`src/rtl/uart_pkg.sv`:
```
// Shared definitions for the UART receive peripheral: receiver FSM states,
// register addresses, status bit positions and the default bit period.
package uart_pkg;

   typedef enum logic [1:0] {
      IDLE,
      START,
      DATA,
      STOP
   } rx_state_e;

   localparam logic ADDR_DATA   = 1'b0;
   localparam logic ADDR_STATUS = 1'b1;

   localparam int ST_NOT_EMPTY = 0;
   localparam int ST_FULL      = 1;
   localparam int ST_OVERRUN   = 2;
   localparam int ST_FRAME_ERR = 3;

   // 100 MHz system clock at 115200 baud
   localparam int DEFAULT_CLKS_PER_BIT = 868;

endpackage

```
`src/rtl/uart_rx_fifo.sv`:
```
// Small synchronous byte FIFO for received characters. A pop on an empty
// FIFO is ignored; a push on a full FIFO only lands if a pop frees a slot
// in the same cycle, so count is unchanged in that case.
module uart_rx_fifo #(
   parameter int DEPTH = 4
) (
   input  logic       clk,
   input  logic       rst,
   input  logic       push,
   input  logic [7:0] push_data,
   input  logic       pop,
   output logic [7:0] head,
   output logic       full,
   output logic       empty
);

   localparam int AW = $clog2(DEPTH);
   localparam logic [AW:0] FULL_COUNT = (AW+1)'(DEPTH);

   logic [7:0]    mem [DEPTH];
   logic [AW-1:0] wr_ptr;
   logic [AW-1:0] rd_ptr;
   logic [AW:0]   count;
   logic          pop_eff;
   logic          push_eff;

   assign full     = (count == FULL_COUNT);
   assign empty    = (count == '0);
   assign pop_eff  = pop && !empty;
   assign push_eff = push && (!full || pop_eff);
   assign head     = mem[rd_ptr];

   // Storage array; written only when a push is accepted, no reset needed
   always_ff @(posedge clk) begin
      if (push_eff) begin
         mem[wr_ptr] <= push_data;
      end
   end

   // Pointers wrap naturally because DEPTH is a power of two
   always_ff @(posedge clk or posedge rst) begin
      if (rst) begin
         wr_ptr <= '0;
         rd_ptr <= '0;
         count  <= '0;
      end else begin
         if (push_eff) begin
            wr_ptr <= wr_ptr + AW'(1);
         end
         if (pop_eff) begin
            rd_ptr <= rd_ptr + AW'(1);
         end
         case ({push_eff, pop_eff})
            2'b10:   count <= count + (AW+1)'(1);
            2'b01:   count <= count - (AW+1)'(1);
            default: count <= count;
         endcase
      end
   end

endmodule

```
`src/rtl/uart_rx_mmio.sv`:
```
// Memory-mapped 8N1 UART receiver. The serial line is synchronised, framed
// by a mid-bit sampling FSM, and completed bytes are queued in a FIFO that
// the core drains through the DATA register. STATUS exposes FIFO state and
// sticky error flags, which a STATUS read clears.
module uart_rx_mmio
   import uart_pkg::*;
#(
   parameter int CLKS_PER_BIT = DEFAULT_CLKS_PER_BIT,
   parameter int FIFO_DEPTH   = 4
) (
   input  logic        clk,
   input  logic        rst,
   input  logic        rx_i,
   input  logic        rd_en,
   input  logic        addr,
   output logic [31:0] rdata,
   output logic        rx_irq
);

   localparam int CNT_W = $clog2(CLKS_PER_BIT);
   localparam logic [CNT_W-1:0] HALF_LOAD = CNT_W'(CLKS_PER_BIT / 2 - 1);
   localparam logic [CNT_W-1:0] FULL_LOAD = CNT_W'(CLKS_PER_BIT - 1);

   logic             sync1;
   logic             rx_s;
   logic             rx_prev;
   rx_state_e        state;
   logic [CNT_W-1:0] cnt;
   logic [2:0]       bit_idx;
   logic [7:0]       shift;
   logic             push_pulse;
   logic             ferr_pulse;
   logic             frame_err;
   logic             overrun;
   logic [7:0]       head;
   logic             full;
   logic             empty;
   logic             rd_data;
   logic             rd_status;

   assign rd_data   = rd_en && (addr == ADDR_DATA);
   assign rd_status = rd_en && (addr == ADDR_STATUS);

   // Two-flop synchroniser plus one extra stage to detect the start edge
   always_ff @(posedge clk or posedge rst) begin
      if (rst) begin
         sync1   <= 1'b1;
         rx_s    <= 1'b1;
         rx_prev <= 1'b1;
      end else begin
         sync1   <= rx_i;
         rx_s    <= sync1;
         rx_prev <= rx_s;
      end
   end

   // Frame FSM: half-bit wait to centre on the start bit, then one full bit
   // period per sample; push/error pulses are registered for one cycle
   always_ff @(posedge clk or posedge rst) begin
      if (rst) begin
         state      <= IDLE;
         cnt        <= '0;
         bit_idx    <= '0;
         shift      <= '0;
         push_pulse <= 1'b0;
         ferr_pulse <= 1'b0;
      end else begin
         push_pulse <= 1'b0;
         ferr_pulse <= 1'b0;
         case (state)
            IDLE: begin
               if (rx_prev && !rx_s) begin
                  state <= START;
                  cnt   <= HALF_LOAD;
               end
            end
            START: begin
               if (cnt == '0) begin
                  if (!rx_s) begin
                     state   <= DATA;
                     bit_idx <= '0;
                     cnt     <= FULL_LOAD;
                  end else begin
                     state <= IDLE;
                  end
               end else begin
                  cnt <= cnt - CNT_W'(1);
               end
            end
            DATA: begin
               if (cnt == '0) begin
                  shift[bit_idx] <= rx_s;
                  cnt            <= FULL_LOAD;
                  if (bit_idx == 3'd7) begin
                     state <= STOP;
                  end else begin
                     bit_idx <= bit_idx + 3'd1;
                  end
               end else begin
                  cnt <= cnt - CNT_W'(1);
               end
            end
            STOP: begin
               if (cnt == '0) begin
                  push_pulse <= rx_s;
                  ferr_pulse <= !rx_s;
                  state      <= IDLE;
               end else begin
                  cnt <= cnt - CNT_W'(1);
               end
            end
            default: state <= IDLE;
         endcase
      end
   end

   uart_rx_fifo #(
      .DEPTH(FIFO_DEPTH)
   ) u_fifo (
      .clk      (clk),
      .rst      (rst),
      .push     (push_pulse),
      .push_data(shift),
      .pop      (rd_data),
      .head     (head),
      .full     (full),
      .empty    (empty)
   );

   // Sticky error flags: a STATUS read clears them, a new event in the same
   // cycle wins; a push into a full FIFO is an overrun unless a pop frees room
   always_ff @(posedge clk or posedge rst) begin
      if (rst) begin
         frame_err <= 1'b0;
         overrun   <= 1'b0;
      end else begin
         frame_err <= ferr_pulse || (frame_err && !rd_status);
         overrun   <= (push_pulse && full && !rd_data) || (overrun && !rd_status);
      end
   end

   // Read mux follows addr every cycle; side effects only happen on rd_en
   always_comb begin
      rdata = '0;
      if (addr == ADDR_DATA) begin
         if (!empty) begin
            rdata[7:0] = head;
         end
      end else begin
         rdata[ST_NOT_EMPTY] = !empty;
         rdata[ST_FULL]      = full;
         rdata[ST_OVERRUN]   = overrun;
         rdata[ST_FRAME_ERR] = frame_err;
      end
   end

   assign rx_irq = !empty;

endmodule

```
`config.mk`:
```
export PLATFORM = sky130hd
export DESIGN_NAME = uart_rx_mmio
export DESIGN_NICKNAME = d
export VERILOG_FILES = /design/src/rtl/uart_pkg.sv /design/src/rtl/uart_rx_fifo.sv /design/src/rtl/uart_rx_mmio.sv
export SDC_FILE = /design/constraint.sdc
export NUM_CORES = 1
export LEC_CHECK = 0
export BUFFER_PORTS_ARGS = -buffer_cell sky130_fd_sc_hd__clkbuf_2
export CAP_MARGIN = 20
export CORE_MARGIN = 1
export CORE_UTILIZATION = 63
export DETAILED_ROUTE_END_ITERATION = 10
export PLACE_DENSITY = 0.85
export SLEW_MARGIN = 40
export SYNTH_ARGS = -nofsm -noshare
export SYNTH_HDL_FRONTEND = slang
export SYNTH_SLANG_ARGS = --single-unit
```
`constraint.sdc`:
```
create_clock -name clk -period 3.6 [get_ports clk]
set_clock_uncertainty 0.1 [all_clocks]
set_input_delay 0.36 -clock clk [delete_from_list [all_inputs] [get_ports clk]]
set_output_delay 0.36 -clock clk [all_outputs]
set_load 0.005 [all_outputs]
```
==> summary.txt <==
Status - finished with violations
Failing checks - negative hold slack
CTS Root Cell - clkbuf_8
Worst path arrival time - 2.74 ns
Vias in the first global route - 2,192
DR iter-0 viols - 100
Clock edge transition at the registers on the reported setup and hold paths - 0.08 ns
CP startpoint kind - register
Total clock buffers created by CTS - 9
Hold_ws - -0.00723 ns
Comb power frac - 36.0%
Die Wd - 76.6 um
Fill cells - 364
Gr usage total - 23.9%
Largest net degree at the start of global routing - 38
Crit Path Class - register to register
Sw Share - 36.4%
Crit path cell chain - inv_1 -> ha_1 -> or4b_1 -> nor3_4 -> nand3_1 -> mux2_1
Setup violators final - 0
Post-synthesis cell area - 3510 um2
Max Fanout on Critical Path - 16
Post-synth EDFFs - 32
Via count - 2,198
Top FF cell, synth - dfrtp_1
Crit path max-delay family - simple AND/OR/NAND/NOR gates
Syn. warnings - 0
Sink Count - 69
GP Congestion - 0.866
Mapped Cells - 286
Setup bufs post-CTS - 0
Pre-CTS WS - 1.06 ns
Worst endpoint required time - 3.73 ns
Nets - 317
Critical Path End Type - register
Initial antenna violation count - 0
RSZ-0062 raised after global routing - no
Hold Buf Count CTS - 1
Area of the multi-input gates - 1420 um2
Synthesized flop and latch total - 69
Row Count - 26
Total negative slack - 0 ns
Slew headroom - 40.0%
Number of remaining DRC errors - 0
CTS tree - yes
Post-DP Area - 3530 um2
Post-DP HPWL - 4200 um
Overflow after GRT - 0
Starting Density - 67.0%
First-pass DRT Iterations - 4
Final Cell Area - 3730 um2
Max Cap Violations - 0
Syn-to-layout area delta - 6.24%
Clock share of power - 23.1%
Final Critical Period - 2.61 ns
Routed len/inst - 16.5 um
Max IR drop VDD - 0.484 mV
Final period utilization - 72.5%
H-tree levels - 3
I/O Buffers - 13
# diodes - 0
Die Area - 5870 um2
Reg area - 1890 um2
Int Pwr - 0.00168 W
Number of distinct library cells after synthesis - 58
Worst Path Buf+Inv - 1
# IOs - 38
Clk_lat worst skew - 0.35 ns
Post-CTS Resized - 0
Sequential share of the synthesized area - 53.9%
FMAX - 383 MHz
Slowest stage cell, crit path - or4b_1
CTS Buffer Depth - 2
DIE HEIGHT - 76.6 um
Core area - 5240 um2
Net switching power - 0.000960 W
Hold Path Class - primary input to async pin
Worst stage delay on the critical path - 0.61 ns
Share of synthesized flip-flops with an asynchronous set or reset - 53.6%
Pwr Density - 708 nW/um2
Routed WL - 6150 um
Syn_area_per_cell - 12.3 um2
First-pass GRT wire length - 10,500 um
Hold Vio Cnt, Final - 15
Final antenna-violating net count - 0
Layout cell share with drive strength beyond 1 - 16.8%
DR vias/cell - 5.89
P_leak - 1.55 nW
Worst-Margin Slew - 0.887 ns
Worst setup margin - 0.990 ns
Max-slew violation count - 0
Flop pwr share - 40.9%
-- power by group through the flow --
stage               logic [W]  registers (W)  clock network (W)
finish               0.000951        0.00108           0.000609
detailed placement   0.000932        0.00109                  0
floorplan            0.000807        0.00101                  0
global route          0.00106        0.00110           0.000647
global placement     0.000909        0.00109                  0
CTS                  0.000940        0.00108           0.000616
-- final cells by class --
cell class,instances,area share [%]
tap,70,2.35
inverter,14,1.41
timing repair buffer,16,2.42
sequential,69,50.7
multi-input combinational,188,38.0
clock inverter,6,1.71
clock buffer,10,3.42
-- layout by cell type (no fill, tap or decap), types with 6 or more instances in the layout --
| cell type | n |
|---|---|
| mux4_2 | 8 |
| conb_1 | 24 |
| a21oi_1 | 7 |
| and2_1 | 10 |
| edfxtp_1 | 32 |
| clkbuf_2 | 13 |
| dfrtp_1 | 34 |
| nor3_1 | 6 |
| o21ai_0 | 8 |
| clkbuf_8 | 9 |
| nand2_1 | 9 |
| nor2_1 | 16 |
| ha_1 | 13 |
| inv_1 | 14 |
-- routing by layer --
layer,global-route usage [%],wire length [um],up-vias
met5,0,0,-
met4,13.3,137,0
met3,4.67,236,15
met2,38.6,3050,75
met1,30.2,2730,1080
li1,-,-,1028
-- final timing paths --
path | start | endpoint | slack, ns | depth (start not counted)
worst max-delay path | cnt[0] | shift[0] | 0.99 | 6
worst min-delay path | rst | ferr_pulse | -0.007 | 3
worst max register to register | cnt[0] | shift[0] | 0.99 | 6
worst min register to register | sync1 | rx_s | 0.26 | 0
max in group asynchronous | rst | rx_prev | 3.05 | 3
min in group clk | rd_en | overrun | 0.14 | 2
-- cell families (layout without fill, tap and decap cells) --
kind of cell / Yosys count / count (layout) / synth area share, %
simple gates: 76 / 76 / 12.6
flops: 69 / 69 / 53.9
buf+inv: 52 / 46 / 8.24
compound gates: 49 / 49 / 9.88
mux: 19 / 19 / 8.56
fa+ha+maj: 14 / 14 / 5.21
xor+xnor: 6 / 6 / 1.50
other cells: 1 / 24 / 0.107
-- cells in the mapped netlist (all sizes together) (2+ instances only) --
master,n,area [um2]
mux4,8,180
mux2i,3,30.0
buf,27,195
nand4,2,12.5
inv,14,52.6
edfxtp,32,961
nor2,16,60.1
clkbuf,11,41.3
nor4b,2,17.5
xor2,3,26.3
xnor2,3,26.3
and2,10,62.6
or4b,2,20.0
dfrtp,34,851
o21a,2,15.0
nor4,2,12.5
o21ai,9,45.0
a22o,5,43.8
ha,13,163
nand4b,4,35.0
a2111oi,3,27.5
a31oi,3,18.8
nand2b,5,31.3
mux2,8,90.1
o31ai,5,37.5
nand2,9,33.8
dfstp,3,78.8
nor2b,3,18.8
nand3,5,25.0
or4,5,41.3
or2,2,12.5
o22ai,2,12.5
nor3,7,46.3
a21oi,7,35.0
-- flip-flops by register name, indices dropped and copies added (netlist names), 2 cells and up, named ones only --
| register | count |
|---|---|
| bit_idx | 3 |
| cnt | 10 |
| shift | 8 |
| u_fifo.count | 3 |
| u_fifo.mem | 32 |
| u_fifo.rd_ptr | 2 |
| u_fifo.wr_ptr | 2 |
-- tightest hold or removal path, stage by stage --
cell and delay (ns):
clkbuf_2 0.08, inv_1 0.04, buf_4 0.40
-- metrics by stage --
step	utilization (%)	power (W)	hold WS (ns)	cells
after floorplan	-	0.00182	0.245	309
after global placement	67.3	0.00200	0.251	356
after detailed placement	67.3	0.00203	0.248	356
after CTS	71.2	0.00264	0.00190	373
after global routing	71.2	0.00281	0.0625	373
final	71.2	0.00264	-0.00723	373
(Power assumes the default switching activity.)
